### src/rtl/serial_subtractor.sv
// Bit-serial N-bit subtractor, LSB first, one bit per clock with valid/ready ports.
// Define SERIAL_SUB_SIGNED_OVF_EN to add the two's-complement overflow output ovf.
module serial_subtractor #(
    parameter int N = 4
) (
    input  logic         clk,
    input  logic         rst,
    input  logic         in_valid,
    output logic         in_ready,
    input  logic [N-1:0] a,
    input  logic [N-1:0] b,
    output logic         out_valid,
    input  logic         out_ready,
    output logic [N-1:0] diff,
    output logic         borrow
`ifdef SERIAL_SUB_SIGNED_OVF_EN
    ,
    output logic         ovf
`endif
);

    typedef enum logic [1:0] {
        IDLE,
        SHIFT,
        DONE
    } state_t;

    localparam int CW = $clog2(N + 1);

    state_t        state;
    state_t        state_nxt;
    logic [CW-1:0] cnt;
    logic [N-1:0]  a_sh;
    logic [N-1:0]  b_sh;
    logic [N-1:0]  d_sh;
    logic          bflop;
    logic          a0;
    logic          b0;
    logic          dbit;
    logic          bnext;
    logic          last;

    // Single full-subtractor cell shared across all bit positions
    assign a0    = a_sh[0];
    assign b0    = b_sh[0];
    assign dbit  = a0 ^ b0 ^ bflop;
    assign bnext = (~a0 & b0) | (~(a0 ^ b0) & bflop);
    assign last  = (cnt == CW'(N - 1));

    always_ff @(posedge clk) begin
        if (rst) begin
            state <= IDLE;
        end else begin
            state <= state_nxt;
        end
    end

    always_comb begin
        state_nxt = state;
        in_ready  = 1'b0;
        out_valid = 1'b0;
        unique case (state)
            IDLE: begin
                in_ready = 1'b1;
                if (in_valid) begin
                    state_nxt = SHIFT;
                end
            end
            SHIFT: begin
                if (last) begin
                    state_nxt = DONE;
                end
            end
            DONE: begin
                out_valid = 1'b1;
                if (out_ready) begin
                    state_nxt = IDLE;
                end
            end
            default: state_nxt = IDLE;
        endcase
    end

    always_ff @(posedge clk) begin
        if (rst) begin
            a_sh  <= '0;
            b_sh  <= '0;
            d_sh  <= '0;
            bflop <= 1'b0;
            cnt   <= '0;
        end else if (state == IDLE && in_valid) begin
            a_sh  <= a;
            b_sh  <= b;
            bflop <= 1'b0;
            cnt   <= '0;
        end else if (state == SHIFT) begin
            a_sh  <= a_sh >> 1;
            b_sh  <= b_sh >> 1;
            d_sh  <= {dbit, d_sh[N-1:1]};
            bflop <= bnext;
            cnt   <= cnt + CW'(1);
        end
    end

    assign diff   = d_sh;
    assign borrow = bflop;

`ifdef SERIAL_SUB_SIGNED_OVF_EN
    // Operand MSBs are shifted out, so keep copies for the overflow test
    logic a_msb;
    logic b_msb;

    always_ff @(posedge clk) begin
        if (rst) begin
            a_msb <= 1'b0;
            b_msb <= 1'b0;
        end else if (state == IDLE && in_valid) begin
            a_msb <= a[N-1];
            b_msb <= b[N-1];
        end
    end

    assign ovf = (a_msb ^ b_msb) & (d_sh[N-1] ^ a_msb);
`endif

endmodule

### config.mk
export PLATFORM = sky130hd
export DESIGN_NAME = serial_subtractor
export DESIGN_NICKNAME = d
export VERILOG_FILES = /design/src/rtl/serial_subtractor.sv
export SDC_FILE = /design/constraint.sdc
export NUM_CORES = 1
export LEC_CHECK = 0
export ABC_AREA = 1
export BUFFER_PORTS_ARGS = -buffer_cell sky130_fd_sc_hd__buf_2
export CORE_ASPECT_RATIO = 1.1
export CORE_MARGIN = 4
export CORE_UTILIZATION = 30
export DETAILED_ROUTE_END_ITERATION = 10
export GPL_TIMING_DRIVEN = 0
export PLACE_DENSITY_LB_ADDON = 0.15
export SETUP_SLACK_MARGIN = 0.02
export SLEW_MARGIN = 10
export SYNTH_ARGS = -nofsm -noshare
export SYNTH_HDL_FRONTEND = slang
export SYNTH_SLANG_ARGS = --single-unit
export TNS_END_PERCENT = 100
### constraint.sdc
create_clock -name clk -period 1.6 [get_ports clk]
set_clock_uncertainty 0.2 [all_clocks]
set_input_delay 0.16 -clock clk [delete_from_list [all_inputs] [get_ports clk]]
set_output_delay 0.16 -clock clk [all_outputs]
set_load 0.005 [all_outputs]
==> results.yml, run 1 <==
logic_synthesis:
  mappedNetlistNets: 134
  syn_inst: 119
  synth.yosys.seq_area_share_pct: 44.1
  synth.yosys.warnings: 0
  synthesis_stage_register_bit_count: 18
  mappedNetlistArea_um2: 817
  ys_types: 17
  syn-mean-instance-area_um2: 6.87
worst_setup_path:
  timing.critical_path.fanout_max: 3
  critPathKind: "reg2out"
  crit_path_start_kind: "flip-flop"
  cp_arrival_ps: 1090
  critical_path.endpoint_type: "output port"
  worstPathRequired_ps: 1240
finish:
  layout-drive-gt1-share_pct: 17.8
  final_core_util_pct: 41.2
  antenna-diode-count: 0
  finish.net_count: 162
  mostFrequentLayoutCells: "nand2_1, nor2_1, dfxtp_1, buf_2, inv_1"
  area_growth_syn_to_layout_pct: 28.2
  layout.cells.most_common: "nand2_1"
  final_cell_area_mm2: 0.00105
  nFillCells: 281
  count_of_non_filler_cells_in_the_finished_layout: 177
placement:
  dp_hpwl_mm: 1.24
  placed_cell_area_um2: 936
  numPortBuffers: 16
  gp_congestion: 0.715
  place_inst: 166
route:
  route.final.wire_length_mm: 1.72
  remaining_drc_errors: 0
  routedWlPerCell_um: 9.71
  via_count: 752
  drt-initial-drc-count: 27
  firstDrtPassIters: 4
  antenna_left: 0
  avgViaCountPerCell: 4.25
timing:
  max_slew.worst_pin.slew_ps: 459
  final.setup.tns_ps: 0
  final_max_slew_viol_count: 0
  achievable-frequency_mhz: 691
  setup_viol_count_final: 0
  timing_hold_violations_final: 0
  maxSlewHeadroom_pct: 69.4
  hold_worst_slack_ps: 19.7
  setup_repair_after_global_routing_missed_its_margin: "false"
  final.min_clock_period_ps: 1450
  share_of_the_clock_period_used_by_the_worst_path_pct: 90.5
pwr:
  clock_power_share_pct: 30.0
  p_comb_share_pct: 15.7
  p_switching_w: 0.000230
  peakVddDrop_uv: 443
  switching_share_pct: 25.4
  seq_power_share_pct: 54.3
  power.density_cell_area_mw_per_mm2: 866
  cellLeakagePower_nw: 0.551
  intPower_w: 0.000677
run_status:
  run_status: "finished, final reports clean"
global_route:
  grt_first_pass_wirelength_mm: 3.08
  groute.usage.overall_pct: 10.6
  number_of_antenna_violations_at_the_first_check_in_global_routing: 0
  grt_remaining_overflow: 0
  via_count_of_the_first_global_routing_pass: 716
  maximum_number_of_pins_on_one_net_before_global_route_repair: 11
floorplan:
  die_h_um: 62.7
  top_level_ports: 19
  initial_core_utilization_pct: 32.1
  chipWidth_um: 57.8
  core_region_area_mm2: 0.00254
  number_of_rows_created_at_floorplan: 19
  die-area_mm2: 0.00362
clock_tree:
  clock_buffers_created_by_tritoncts: 3
  numClockSinks: 18
  max-clock-path-buffers: 2
  ctsHtreeMaxLevel: 1
  post-cts-setup-buffer-count: 0
  cts_tree: "yes"
  insertion_delay_ps: 280
  cts.reportedPaths.clkPinSlew_ps: 100
  cts_root_buffer: "clkbuf_4"
run:
  drv_cap: 0
hold_path:
  hold_path.class: "in2reg"
[worst paths after layout]
| path | from | end | slack (ps) | depth (start not counted) |
|---|---|---|---|---|
| setup / recovery | state[1]$_SDFFE_PP0P_ | out_valid | 150 | 3 |
| hold / removal | a[0] | a_sh[0]$_SDFFE_PP0P_ | 20 | 5 |
| setup reg to reg | b_sh[0]$_SDFFE_PP0P_ | diff[3]$_SDFFE_PP0P_ | 220 | 4 |
| hold reg to reg | a_sh[3]$_SDFFE_PP0P_ | a_sh[3]$_SDFFE_PP0P_ | 280 | 2 |
[through the flow]
stage / total power [W] / setup slack, ps
global placement: 0.000631 / 215
floorplan: 0.000586 / 285
CTS: 0.000924 / 91.5
detailed placement: 0.000632 / 222
finish: 0.000907 / 152
global route: 0.000965 / 41.7
[repair_timing]
item,CTS,global route
endpoints found under the setup margin,0,1
hold buffers,7,0
endpoints found under the hold margin,7,0
gates resized for setup,0,1
[critical path, stage by stage (launching register included)]
cell	delay, ps
dfxtp_1	420
inv_1	110
nor2_1	140
buf_2	140
[synthesized netlist by cell type]
cell type  instances  area, um2
clkbuf_1           2       7.51
nand2_1           33        124
ha_1               2       25.0
buf_4              1       7.51
o21ai_2            1       8.76
o21a_1             1       7.51
o21ai_0            6       30.0
nor2_2             2       12.5
xor2_1             1       8.76
inv_2              1       3.75
fa_1               1       20.0
a21oi_1            4       20.0
dfxtp_1           18        360
nor2_1            23       86.3
inv_1             16       60.1
buf_2              1       5.00
nand3_1            6       30.0
[per-layer routing]
layer | vias up | wire, um | GRT usage, % | part of all wire, %
li1 | 412 | - | - | -
met1 | 325 | 865 | 15.3 | 50
met2 | 13 | 749 | 14.5 | 44
met3 | 2 | 85 | 2.27 | 4.9
met4 | 0 | 18 | 5.22 | 1.0
met5 | - | 0 | 0 | 0
[cells by family after synthesis]
| logic type | count (synthesis) | share of synthesized area (%) |
|---|---|---|
| AND/OR/NAND/NOR | 64 | 30.9 |
| buffers and inverters | 21 | 10.3 |
| flip-flops | 18 | 44.1 |
| AO/OA/AOI/OAI | 12 | 8.12 |
| adder cells (fa/ha/maj) | 3 | 5.51 |
| XOR/XNOR | 1 | 1.07 |
[power by group through the flow]
stage	logic [W]	registers, W	clock network, W
detailed placement	0.000130	0.000502	0
global placement	0.000130	0.000501	0
finish	0.000142	0.000492	0.000273
floorplan	0.0000857	0.000500	0
CTS	0.000144	0.000492	0.000288
global route	0.000168	0.000496	0.000301
[sequential cells by signal, summed over array words and instances, names as in the netlist]
signal	flops
a_sh	4
diff	4
state	2
cnt	3
borrow	1
b_sh	4
[layout make-up]
| cell class | instances | area (um2) | area share (%) |
|---|---|---|---|
| inverters | 17 | 63.8 | 6.09 |
| clock buffers | 4 | 36.3 | 3.46 |
| flip-flops and latches | 18 | 360 | 34.4 |
| multi-input cells | 80 | 378 | 36.1 |
| well taps | 31 | 38.8 | 3.70 |
| repair buffers | 23 | 150 | 14.3 |
| plain buffers | 4 | 20.0 | 1.91 |
Note: power is estimated with default switching activity, not from simulation.
==> inputs of run 2 (changes only) <==
Settings changed: CORE_UTILIZATION 30 to 50.
==> results.yml, run 2 (synthesis results as in run 1) <==
timing:
  maxSlewHeadroom_pct: 71.8
  max_slew.worst_pin.slew_ps: 423
  final_max_slew_viol_count: 0
  final.min_clock_period_ps: 1470
  hold_worst_slack_ps: -0.254
  setup_repair_after_global_routing_missed_its_margin: "false"
  setup_viol_count_final: 0
  timing_hold_violations_final: 1
  share_of_the_clock_period_used_by_the_worst_path_pct: 92.1
  achievable-frequency_mhz: 678
  final.setup.tns_ps: 0
worst_setup_path:
  crit_path_start_kind: "flip-flop"
  end_of_the_worst_register_to_register_path: "diff[3]$_SDFFE_PP0P_"
  worstReg2RegStart: "b_sh[0]$_SDFFE_PP0P_"
  regToRegSetupSlack_ps: 220
  critical_path.endpoint_type: "output port"
  worstPathRequired_ps: 1240
  cp_arrival_ps: 1110
  path_depth_of_the_worst_reg2reg_path: 4
  path_buf_inv: 1
  critical_path.top_delay_family: "flip-flops"
  timing.critical_path.fanout_max: 8
  timing.critical_path.slowest_cell_delay_ps: 370
  crit_path_top_delay_cell: "dfxtp_1"
  critPathKind: "reg2out"
  timing.critical_path.cells: "nor2_2 > buf_2"
  cp-startpoint: "state[0]$_SDFFE_PP0P_"
hold_path:
  worst_hold_path.num_cells: 5
  hold_path.class: "in2reg"
  hold-path-endpoint: "a_sh[2]$_SDFFE_PP0P_"
  min-delay-start: "a[2]"
finish:
  mostFrequentLayoutCells: "nand2_1, nor2_1, dfxtp_1, buf_2, inv_1"
  final_core_util_pct: 66.4
  finish.net_count: 163
  layout.area.seq_um2: 360
  layout-drive-gt1-share_pct: 17.7
  layout.cells.most_common: "nand2_1"
  multi_input_area_um2: 373
  nFillCells: 143
  area_growth_syn_to_layout_pct: 26.6
  antenna-diode-count: 0
floorplan:
  number_of_rows_created_at_floorplan: 15
  top_level_ports: 19
  chipWidth_um: 46.5
  initial_core_utilization_pct: 52.4
  core_region_area_mm2: 0.00156
  die_h_um: 50.4
  die-area_mm2: 0.00235
route:
  routedWlPerCell_um: 10.1
  drt-initial-drc-count: 3
  firstDrtPassIters: 4
  avgViaCountPerCell: 4.55
  remaining_drc_errors: 0
  via_count: 746
  routed-wl-met3_um: 63
  antenna_left: 0
  top_layer_used: "met4"
  met2_length_um: 732
  route.final.wire_length_mm: 1.65
  met1_length_um: 803
global_route:
  via_count_of_the_first_global_routing_pass: 730
  maximum_number_of_pins_on_one_net_before_global_route_repair: 11
  grt_remaining_overflow: 0
  number_of_antenna_violations_at_the_first_check_in_global_routing: 0
  groute.usage.overall_pct: 17.3
  grt_first_pass_wirelength_mm: 2.89
run_status:
  failed_checks: "hold timing"
  run_status: "finished with violations"
pwr:
  peakVddDrop_uv: 661
  power.density_cell_area_mw_per_mm2: 885
  total_power_w: 0.000916
  cellLeakagePower_nw: 0.553
placement:
  numPortBuffers: 16
  gp_congestion: 0.738
  dp_hpwl_mm: 1.21
clock_tree:
  cts_tree: "yes"
  post_cts_resize_count: 0
  clock_buffers_created_by_tritoncts: 3
  ctsHtreeMaxLevel: 1
  cts.reportedPaths.clkPinSlew_ps: 110
  numClockSinks: 18
  cts_root_buffer: "clkbuf_4"
  insertion_delay_ps: 300
  max-clock-path-buffers: 2
run:
  drv_cap: 0
run 2: changes by cell type in the layout (fill, tap and decap cells not counted):
cell,delta
nor2_2,+1
nor2_4,-1
dlygate4sd3_1,+1
run 2: metrics by stage:
| stage | instances | instance area (um2) | worst slack, ps |
|---|---|---|---|
| 2_1_floorplan | 119 | 817 | 285 |
| 3_3_place_gp | 152 | 918 | 244 |
| 3_5_place_dp | 152 | 918 | 221 |
| 4_1_cts | 164 | 1030 | 96.8 |
| 5_1_grt | 164 | 1030 | 22.4 |
| 6_report | 164 | 1030 | 126 |
run 2: worst max-delay path by stage:
stage                                 endpoint  slack [ps]  depth (start not counted)
after floorplan           diff[3]$_SDFFE_PP0P_         280                          4
after global placement    diff[3]$_SDFFE_PP0P_         240                          4
after detailed placement  diff[3]$_SDFFE_PP0P_         220                          4
after CTS                             in_ready         100                          2
after global routing                  in_ready          20                          2
final                                 in_ready         130                          2
run 2: power breakdown:
part | switching [W] | total (W) | leakage (nW) | internal, W
combinational | 0.0000765 | 0.000141 | 0.385 | 0.0000649
sequential | 0.0000168 | 0.000491 | 0.147 | 0.000474
clock | 0.000145 | 0.000284 | 0.0210 | 0.000139
run 2: repair_timing:
action	in CTS	in global routing
hold endpoints to repair	8	0
setup buffers	0	0
hold buffers	8	0
run 2: cell type report:
cell class	count	share of cell area, %
inverter	17	6.17
tap	17	2.06
sequential	18	34.8
clock buffer	4	3.51
buffer	4	1.93
multi-input combinational	80	36.0
timing repair buffer	24	15.5
run 2: per-layer routing:
layer  track usage (%)  up-vias
met4              11.8        0
met2              26.4       14
met5                 0        -
li1                  -      413
met3              2.15        5
met1              21.8      314
run 2: worst register-to-register path, stage by stage (launching register included):
cell,delay (ps)
dfxtp_1,350
inv_1,60
fa_1,440
o21ai_0,180
nor2_1,50
